--- src/rtl/ifu_inst_queue_pkg.sv ---
// Shared widths and constants for the IF/ID instruction queue.
// Hold-level decode helper used by the queue top.
package ifu_inst_queue_pkg;

  localparam int INST_DATA_WIDTH = 32;
  localparam int INST_ADDR_WIDTH = 32;
  localparam int HOLD_BUS_WIDTH  = 3;

  localparam logic [INST_DATA_WIDTH-1:0] INST_NOP = 32'h0000_0013;

  // Hold levels from ctrl: none, pc, if, id
  localparam logic [HOLD_BUS_WIDTH-1:0] HOLD_NONE = 3'd0;
  localparam logic [HOLD_BUS_WIDTH-1:0] HOLD_PC   = 3'd1;
  localparam logic [HOLD_BUS_WIDTH-1:0] HOLD_IF   = 3'd2;
  localparam logic [HOLD_BUS_WIDTH-1:0] HOLD_ID   = 3'd3;

  function automatic logic hold_active(input logic [HOLD_BUS_WIDTH-1:0] flag,
                                       input logic [HOLD_BUS_WIDTH-1:0] lvl);
    return (flag >= lvl);
  endfunction

endpackage

--- src/rtl/ifu_inst_queue_if.sv ---
// Fetch-side handshake and decode-side instruction bus of the instruction queue.
// The queue takes the slave modport; the fetch/decode environment takes master.
interface ifu_inst_queue_if;
  import ifu_inst_queue_pkg::*;

  logic                       fetch_valid_i;
  logic                       fetch_ready_o;
  logic [INST_DATA_WIDTH-1:0] fetch_inst_i;
  logic [INST_ADDR_WIDTH-1:0] fetch_addr_i;
  logic [INST_DATA_WIDTH-1:0] inst_o;
  logic [INST_ADDR_WIDTH-1:0] inst_addr_o;
  logic                       inst_valid_o;

  modport slave (
    input  fetch_valid_i, fetch_inst_i, fetch_addr_i,
    output fetch_ready_o, inst_o, inst_addr_o, inst_valid_o
  );

  modport master (
    output fetch_valid_i, fetch_inst_i, fetch_addr_i,
    input  fetch_ready_o, inst_o, inst_addr_o, inst_valid_o
  );

endinterface

--- src/rtl/ifu_inst_fifo.sv ---
// Generic synchronous FIFO: registered storage, combinational head, separate count.
// Push when full and pop when empty are ignored; flush empties in one edge.
module ifu_inst_fifo #(
  parameter int DEPTH = 4,
  parameter int WIDTH = 64
) (
  input  logic                     clk,
  input  logic                     rst,
  input  logic                     flush,
  input  logic                     push,
  input  logic                     pop,
  input  logic [WIDTH-1:0]         din,
  output logic [WIDTH-1:0]         head,
  output logic                     full,
  output logic                     empty,
  output logic [$clog2(DEPTH):0]   count
);

  localparam int PTR_W = $clog2(DEPTH);
  localparam int CNT_W = PTR_W + 1;
  localparam logic [CNT_W-1:0] FULL_CNT = CNT_W'(DEPTH);

  logic [WIDTH-1:0] mem_r [DEPTH];
  logic [PTR_W-1:0] wr_ptr_r;
  logic [PTR_W-1:0] rd_ptr_r;
  logic [CNT_W-1:0] count_r;
  logic             push_ok_s;
  logic             pop_ok_s;

  assign full      = (count_r == FULL_CNT);
  assign empty     = (count_r == CNT_W'(0));
  assign count     = count_r;
  assign head      = mem_r[rd_ptr_r];
  assign push_ok_s = push & ~full;
  assign pop_ok_s  = pop & ~empty;

  // Storage write; contents are don't-care until counted valid, so not reset.
  always_ff @(posedge clk) begin
    if (push_ok_s) begin
      mem_r[wr_ptr_r] <= din;
    end
  end

  // Pointers wrap naturally at a power-of-two depth.
  always_ff @(posedge clk) begin
    if (rst || flush) begin
      wr_ptr_r <= PTR_W'(0);
      rd_ptr_r <= PTR_W'(0);
      count_r  <= CNT_W'(0);
    end else begin
      if (push_ok_s) begin
        wr_ptr_r <= wr_ptr_r + PTR_W'(1);
      end
      if (pop_ok_s) begin
        rd_ptr_r <= rd_ptr_r + PTR_W'(1);
      end
      case ({push_ok_s, pop_ok_s})
        2'b10:   count_r <= count_r + CNT_W'(1);
        2'b01:   count_r <= count_r - CNT_W'(1);
        default: count_r <= count_r;
      endcase
    end
  end

endmodule

--- src/rtl/ifu_inst_queue.sv ---
// Instruction queue plus IF/ID register feeding idu; honours ctrl hold and flush.
// Empty queue bypasses a fetched word straight into the output register.
module ifu_inst_queue
  import ifu_inst_queue_pkg::*;
#(
  parameter int                        DEPTH       = 4,
  parameter logic [HOLD_BUS_WIDTH-1:0] HOLD_LVL_ID = HOLD_ID
) (
  input  logic                      clk,
  input  logic                      rst,
  ifu_inst_queue_if.slave           bus,
  input  logic                      flush_i,
  input  logic [HOLD_BUS_WIDTH-1:0] hold_flag_i,
  output logic [$clog2(DEPTH):0]    count_o
);

  localparam int ENTRY_W = INST_DATA_WIDTH + INST_ADDR_WIDTH;

  logic                       hold_s;
  logic                       xfer_s;
  logic                       ready_s;
  logic                       fifo_push_s;
  logic                       fifo_pop_s;
  logic                       fifo_full_s;
  logic                       fifo_empty_s;
  logic [ENTRY_W-1:0]         fifo_head_s;
  logic [INST_DATA_WIDTH-1:0] inst_r;
  logic [INST_ADDR_WIDTH-1:0] inst_addr_r;
  logic                       inst_valid_r;

  assign hold_s  = hold_active(hold_flag_i, HOLD_LVL_ID);
  assign ready_s = ~rst & ~fifo_full_s;
  assign xfer_s  = bus.fetch_valid_i & ready_s;

  // Enqueue unless flushed or the word bypasses an empty queue into the output.
  always_comb begin
    fifo_push_s = 1'b0;
    fifo_pop_s  = 1'b0;
    if (flush_i) begin
      fifo_push_s = 1'b0;
      fifo_pop_s  = 1'b0;
    end else if (hold_s) begin
      fifo_push_s = xfer_s;
      fifo_pop_s  = 1'b0;
    end else begin
      fifo_push_s = xfer_s & ~fifo_empty_s;
      fifo_pop_s  = ~fifo_empty_s;
    end
  end

  ifu_inst_fifo #(
    .DEPTH (DEPTH),
    .WIDTH (ENTRY_W)
  ) u_fifo (
    .clk   (clk),
    .rst   (rst),
    .flush (flush_i),
    .push  (fifo_push_s),
    .pop   (fifo_pop_s),
    .din   ({bus.fetch_inst_i, bus.fetch_addr_i}),
    .head  (fifo_head_s),
    .full  (fifo_full_s),
    .empty (fifo_empty_s),
    .count (count_o)
  );

  // IF/ID register: flush > hold > queue head > bypass > bubble.
  always_ff @(posedge clk) begin
    if (rst || flush_i) begin
      inst_r       <= INST_NOP;
      inst_addr_r  <= INST_ADDR_WIDTH'(0);
      inst_valid_r <= 1'b0;
    end else if (hold_s) begin
      inst_r       <= inst_r;
      inst_addr_r  <= inst_addr_r;
      inst_valid_r <= inst_valid_r;
    end else if (!fifo_empty_s) begin
      inst_r       <= fifo_head_s[ENTRY_W-1:INST_ADDR_WIDTH];
      inst_addr_r  <= fifo_head_s[INST_ADDR_WIDTH-1:0];
      inst_valid_r <= 1'b1;
    end else if (xfer_s) begin
      inst_r       <= bus.fetch_inst_i;
      inst_addr_r  <= bus.fetch_addr_i;
      inst_valid_r <= 1'b1;
    end else begin
      inst_r       <= INST_NOP;
      inst_addr_r  <= inst_addr_r;
      inst_valid_r <= 1'b0;
    end
  end

  assign bus.fetch_ready_o = ready_s;
  assign bus.inst_o        = inst_r;
  assign bus.inst_addr_o   = inst_addr_r;
  assign bus.inst_valid_o  = inst_valid_r;

endmodule
--- src/flat_wrapper.sv ---
// flat-port wrapper written by rule: the top's interface ports become plain ports
module ifu_inst_queue_flat import ifu_inst_queue_pkg::*;
#(
  parameter int                        DEPTH       = 4,
  parameter logic [HOLD_BUS_WIDTH-1:0] HOLD_LVL_ID = HOLD_ID
)
  (clk, rst, flush_i, hold_flag_i, count_o, bus_fetch_valid_i, bus_fetch_inst_i, bus_fetch_addr_i, bus_fetch_ready_o, bus_inst_o, bus_inst_addr_o, bus_inst_valid_o);
  ifu_inst_queue_if bus_i ();
  input  logic clk;
  input  logic rst;
  input  logic flush_i;
  input  logic [HOLD_BUS_WIDTH-1:0] hold_flag_i;
  output logic [$clog2(DEPTH):0] count_o;
  input wire logic [$bits(bus_i.fetch_valid_i)-1:0] bus_fetch_valid_i;
  input wire logic [$bits(bus_i.fetch_inst_i)-1:0] bus_fetch_inst_i;
  input wire logic [$bits(bus_i.fetch_addr_i)-1:0] bus_fetch_addr_i;
  output wire logic [$bits(bus_i.fetch_ready_o)-1:0] bus_fetch_ready_o;
  output wire logic [$bits(bus_i.inst_o)-1:0] bus_inst_o;
  output wire logic [$bits(bus_i.inst_addr_o)-1:0] bus_inst_addr_o;
  output wire logic [$bits(bus_i.inst_valid_o)-1:0] bus_inst_valid_o;
  assign bus_i.fetch_valid_i = bus_fetch_valid_i;
  assign bus_i.fetch_inst_i = bus_fetch_inst_i;
  assign bus_i.fetch_addr_i = bus_fetch_addr_i;
  assign bus_fetch_ready_o = bus_i.fetch_ready_o;
  assign bus_inst_o = bus_i.inst_o;
  assign bus_inst_addr_o = bus_i.inst_addr_o;
  assign bus_inst_valid_o = bus_i.inst_valid_o;
  ifu_inst_queue #(.DEPTH(DEPTH), .HOLD_LVL_ID(HOLD_LVL_ID)) u_core (.clk(clk), .rst(rst), .bus(bus_i), .flush_i(flush_i), .hold_flag_i(hold_flag_i), .count_o(count_o));
endmodule
--- config.mk ---
export PLATFORM = sky130hd
export DESIGN_NAME = ifu_inst_queue_flat
export DESIGN_NICKNAME = d
export VERILOG_FILES = /design/src/rtl/ifu_inst_queue_pkg.sv /design/src/rtl/ifu_inst_queue_if.sv /design/src/rtl/ifu_inst_fifo.sv /design/src/rtl/ifu_inst_queue.sv /design/src/flat_wrapper.sv
export SDC_FILE = /design/constraint.sdc
export NUM_CORES = 1
export LEC_CHECK = 0
export CAP_MARGIN = 20
export CELL_PAD_IN_SITES_DETAIL_PLACEMENT = 1
export CELL_PAD_IN_SITES_GLOBAL_PLACEMENT = 1
export CORE_ASPECT_RATIO = 1.5
export CORE_MARGIN = 8
export CORE_UTILIZATION = 48
export CTS_CLUSTER_DIAMETER = 120
export DETAILED_ROUTE_END_ITERATION = 10
export GPL_TIMING_DRIVEN = 0
export PLACE_DENSITY = 0.76
export SYNTH_ARGS = -nofsm -noshare
export SYNTH_HDL_FRONTEND = slang
export SYNTH_SLANG_ARGS = --single-unit
--- constraint.sdc ---
create_clock -name clk -period 4 [get_ports clk]
set_input_delay 0.6 -clock clk [delete_from_list [all_inputs] [get_ports clk]]
set_output_delay 0.6 -clock clk [all_outputs]
set_load 0.01 [all_outputs]
======== Word level (Yosys, flattened, before mapping) ========
Memory sizes are Yosys's and may differ from the RTL's. A register that Yosys moved wholly into a read port is not among the register bits.
Index checks and enable logic that the tools add are counted.
operators by class
  div/mod/pow operators ................... 0
  shift operators ......................... 0
  magnitude comparators ................... 1
  $add $sub $neg .......................... 4
  equal/unequal tests ..................... 4
  multiplexer cells ....................... 15
  $mul .................................... 0
  bitwise operators ....................... 9
  reductions and logical operators ........ 4
operators with widths
  kind                   count
  $mux W32               4
  $mux W1                8
  $pmux W3 S2            1
  $and A1 B1 Y1          5
  $add A2 B1 Y2 const B  2
  $mux W2                2
  $not A1 Y1             4
  $add A3 B1 Y3 const B  1
  $eq A3 B3 Y1 const B   1
  $ge A3 B2 Y1 const B   1
  $logic_not A3 Y1       1
  $sub A3 B1 Y3 const B  1
  $eq A2 B1 Y1 const B   1
  $eq A2 B2 Y1 const B   1
  $ne A2 B1 Y1 const B   1
  $reduce_and A2 Y1      1
  $reduce_bool A2 Y1     1
  $logic_or A1 B1 Y1     1
word-level totals
  latch bits .............................. 0
  ROM bits ................................ 0
  memory bits (writable) .................. 256
  memories ................................ 1
  output and inout port bits .............. 69
  flip-flop bits (word level) ............. 72
  bits of input ports ..................... 71
memories
  memory               depth  bits a word  read ports  clocked after memory_dff  wr ports  line                 RTL
  u_core.u_fifo.mem_r  4      64           1           1                         1         ifu_inst_fifo.sv:23  logic [WIDTH-1:0] mem_r [DEPTH];

======== Logic depth before layout (Yosys ltp) ========
  depth after elaboration ................. 10
  gate-level depth with buffers ........... 10
  gate-level depth less buffers ........... 10

======== Modules after synthesis ========
From an unflattened synthesis, not the netlist that was laid out.
second synthesis, totals
  cell total of the unflattened synthesis .. 731
  area, all modules ....................... 12947.4 µm²
modules (own cells, without submodules)
  module          seq. area each (µm²)  cells each  area an instance (µm²)  instances
  ifu_inst_fifo   7867.5                390         9706.8                  1
  ifu_inst_queue  1301.2                341         3240.6                  1

======== Worst setup path after synthesis ========
OpenSTA, ideal clock, no wires.
  path kind ............................... input to register
  start ................................... in rst
  end ..................................... mem u_core.u_fifo.mem_r[0][0] (enable)
  path slack .............................. 0.870 ns
  buffers on the path ..................... 0
  stages on the path ...................... 3
  data required time ...................... 3.571 ns
  arrival time ............................ 2.701 ns
  path through ............................ nand2b_1 nor3_1 and2_1
between the ends
  word-level cells in the longest chain between the ends .. 9
RTL lines
  what                             line                  RTL
  start, declared                  flat_wrapper.sv:10    input logic rst;
  $not A1 Y1 *                     ifu_inst_queue.sv:32  assign ready_s = ~rst & ~fifo_full_s;
  $and A1 B1 Y1 *                  ifu_inst_queue.sv:32
  $and A1 B1 Y1 *                  ifu_inst_queue.sv:33  assign xfer_s = bus.fetch_valid_i & ready_s;
  $and A1 B1 Y1                    ifu_inst_queue.sv:46  fifo_push_s = xfer_s & ~fifo_empty_s;
  $mux W1 *                        ifu_inst_queue.sv:42  end else if (hold_s) begin
  $mux W1 *                        ifu_inst_queue.sv:39  if (flush_i) begin
  $and A1 B1 Y1 *                  ifu_inst_fifo.sv:34   assign push_ok_s = push & ~full;
  $mux W1 *                        ifu_inst_fifo.sv:39   if (push_ok_s) begin
  $mux W1 (not written as such) *  ifu_inst_fifo.sv:40   mem_r[wr_ptr_r] <= din;
  end, declared                    ifu_inst_fifo.sv:23
Mark *: on every way between the ends. The rest lies on a longest branch, timed or not.

======== Worst setup path after layout ========
  start ................................... in rst
  end ..................................... mem u_core.u_fifo.mem_r[1][17] (enable)
The elaborated chain is that of the path after synthesis.

==> summary.md <==
| Metric | Value |
|---|---|
| Status | `completed` |
| Final hold vios | `0` |
| Layout area overhead | `23.48%` |
| Max Cap Viol | `0` |
| Register area | `9169 um2` |
| FP Rows | `72` |
| Initial Util | `0.4867` |
| Worst Path Max Fanout | `34` |
| GRT Residual Overflow | `0` |
| Initial drt markers | `434` |
| Syn Inst Count | `723` |
| Top Metal Used | `met4` |
| Multi-input logic area | `2999 um2` |
| Primary FF master, synth | `edfxtp_1` |
| 1st-pass router iterations | `5` |
| Worst Skew | `12.10 ps` |
| R2R cell count | `9` |
| Htree depth | `1` |
| WL/cell | `24.82 um` |
| # DRC | `0` |
| Clock Path Buffers | `3` |
| Cts repair resizes | `0` |
| Vias in the first global route | `8346` |
| GRT Total Usage | `0.1983` |
| Peak supply drop | `0.3651 mV` |
| Clk sink count | `330` |
| Final setup viols | `0` |
| Detail Route Antenna Nets | `0` |
| Crit-path cells | `clkdlybuf4s50_1, nand2b_1, nor3_1, and2_4, buf_12` |
| Post-synthesis sequential area ratio | `0.7337` |
| Vias per std cell | `5.824` |
| TritonCTS clock tree | `done` |
| RSZ-0062 raised after global routing | `false` |
| Vias | `7315` |
| Arrival @ worst endpoint | `2900 ps` |
| I/O Buffers | `139` |
| Design Area, Final | `15430 um2` |
| I/O pin total | `140` |
| First-pass GRT wire length | `48360 um` |
| Slew Viols, Final | `0` |
| Final Core Density | `0.6010` |
| Worst hold path depth | `2` |
| DIE HEIGHT | `213.6 um` |
| Dpl cell area | `14400 um2` |
| Worst-margin pin slew | `871.0 ps` |
| Class of the worst hold path | `reg2reg` |
| Num CTS Buffers | `31` |
| Period minus WS final | `2672 ps` |
| Share of cells above drive strength 1 | `0.1495` |
| Worst relative slew slack | `0.4172` |
| Crit share post-route | `0.6680` |
| Full die area | `31560 um2` |
| Post-Route M1 WL | `12110 um` |
| Core area | `25670 um2` |
| DR WL met3 | `1732 um` |
| Asr flop ratio synth | `0` |
| Syn nets | `800` |
| Synth unique cells | `39` |
| Root buffer cell | `clkbuf_16` |
| Critical Path RT | `4230 ps` |
| Critical Path Max Stage Delay | `590 ps` |
| Setup bufs post-CTS | `0` |
| Antenna diodes | `0` |
| Largest net degree at the start of global routing | `35` |
| Pleak | `5.041 nW` |
| Max Clk Rate | `374.3 MHz` |
| Initial antenna violation count | `0` |
| Worst-Skew Late Latency | `550 ps` |
| Final-layout fill cell count | `2314` |
| Post-Syn Area per Cell | `17.28 um2` |
| Post-Synthesis Cell Area | `12500 um2` |
| Detailed Route WL | `31180 um` |
| Worst hold margin | `481.1 ps` |
| Hpwl dp | `20370 um` |
| Synth Warn # | `0` |
| Hold Buf Count CTS | `0` |
| Critical setup path kind | `in2reg` |
| CP max-delay cell | `and2_4` |
| Die width | `147.7 um` |
| Seq cells post-synth | `330` |
| Post-layout net count | `976` |
| Worst-path clk slew | `60 ps` |
| Post-synth EDFFs | `256` |
| Met2 WL | `16840 um` |
| Pwr per Cell Area | `457.4 nW/um2` |
| Crit start category | `input port` |
| GPL Wtd Cong | `0.7492` |
| CP Capture Type | `flop` |
[worst paths after layout]
kind                               start                          to  slack [ps]
hold reg to reg     u_core.bus.inst_o[1]        u_core.bus.inst_o[1]         480
setup / recovery                     rst  u_core.u_fifo.mem_r[1][17]        1330
setup reg to reg  u_core.u_fifo.count[2]      u_core.u_fifo.count[2]        1550
hold / removal      u_core.bus.inst_o[1]        u_core.bus.inst_o[1]         480
[per-layer routing]
layer,up-vias,global-route usage
met3,42,0.03992
met1,3851,0.2300
li1,3221,-
met5,-,0
met2,201,0.3694
met4,0,0.04799
[cell usage after synthesis (7+ instances only)]
| cell type | number | area share |
|---|---|---|
| mux4_1 | 13 | 0.027 |
| a31oi_1 | 32 | 0.016 |
| dfxtp_1 | 74 | 0.12 |
| buf_6 | 9 | 0.0081 |
| nor2_1 | 38 | 0.011 |
| nand2_1 | 66 | 0.020 |
| buf_2 | 7 | 0.0028 |
| a21oi_1 | 12 | 0.0048 |
| o21ai_0 | 66 | 0.026 |
| edfxtp_1 | 256 | 0.62 |
| clkbuf_1 | 22 | 0.0066 |
| mux4_2 | 51 | 0.092 |
| a221oi_1 | 28 | 0.020 |
[cells by family after synthesis]
logic type,Yosys count,synth area share
buf+inv,55,0.02713
xor+xnor,3,0.002103
mux,64,0.1192
simple gates,119,0.03935
fa+ha+maj,6,0.006608
compound gates,146,0.07189
flops,330,0.7337
[flip-flops by register name, indices dropped and copies added (netlist names), named ones only]
signal,cells
u_core.u_fifo.rd_ptr_r,2
u_core.u_fifo.count,3
u_core.bus.inst_valid_o,1
u_core.u_fifo.wr_ptr_r,2
u_core.u_fifo.mem_r,256
u_core.bus.inst_o,32
u_core.bus.inst_addr_o,32
[cell usage in the layout, fill, tap and decap left out, types with 2 or more instances in the layout]
cell and count:
edfxtp_1 256, clkdlybuf4s50_1 139, dfxtp_1 74, nand2_1 66
o21ai_0 66, mux4_2 51, nor2_1 38, a31oi_1 32
clkbuf_16 32, clkbuf_1 29, a221oi_1 28, mux4_1 13
a21oi_1 12, clkinv_2 10, buf_6 9, buf_2 7
inv_1 6, buf_4 6, buf_12 5, ha_1 5
clkbuf_8 5, and2_4 4, or3_1 3, o22ai_1 3
bufinv_16 3, nor3_1 2, xor2_1 2
[worst max-delay path, delay by kind of cell]
| kind | cells | cell delay [ps] |
|---|---|---|
| buf+inv | 2 | 840 |
| simple gates | 3 | 1430 |
[final cells by class]
type,instances,area share
Buffer,49,0.02051
Clock buffer,44,0.05806
Clock inverter,13,0.009081
Inverter,6,0.001460
Multi-Input combinational cell,338,0.1944
Sequential cell,330,0.5942
Tap cell,333,0.02700
Timing Repair Buffer,143,0.09535
[power by group]
group | total [mW] | leakage (nW) | switching (mW) | internal (mW)
sequential | 3.75 | 2.91 | 0.0179 | 3.73
combinational | 0.330 | 1.61 | 0.178 | 0.153
clock | 2.98 | 0.520 | 1.24 | 1.75
[through the flow]
step                      std cells  TNS (ps)  power [mW]  setup WS, ps
final                          1256         0       7.058          1328
after global routing           1256         0       7.260          1167
after CTS                      1256         0       7.114          1312
after detailed placement       1199         0       4.151         719.6
after global placement         1195   -264240       4.131         -1042
after floorplan                 723         0       3.942         870.2
(Power assumes the default switching activity.)
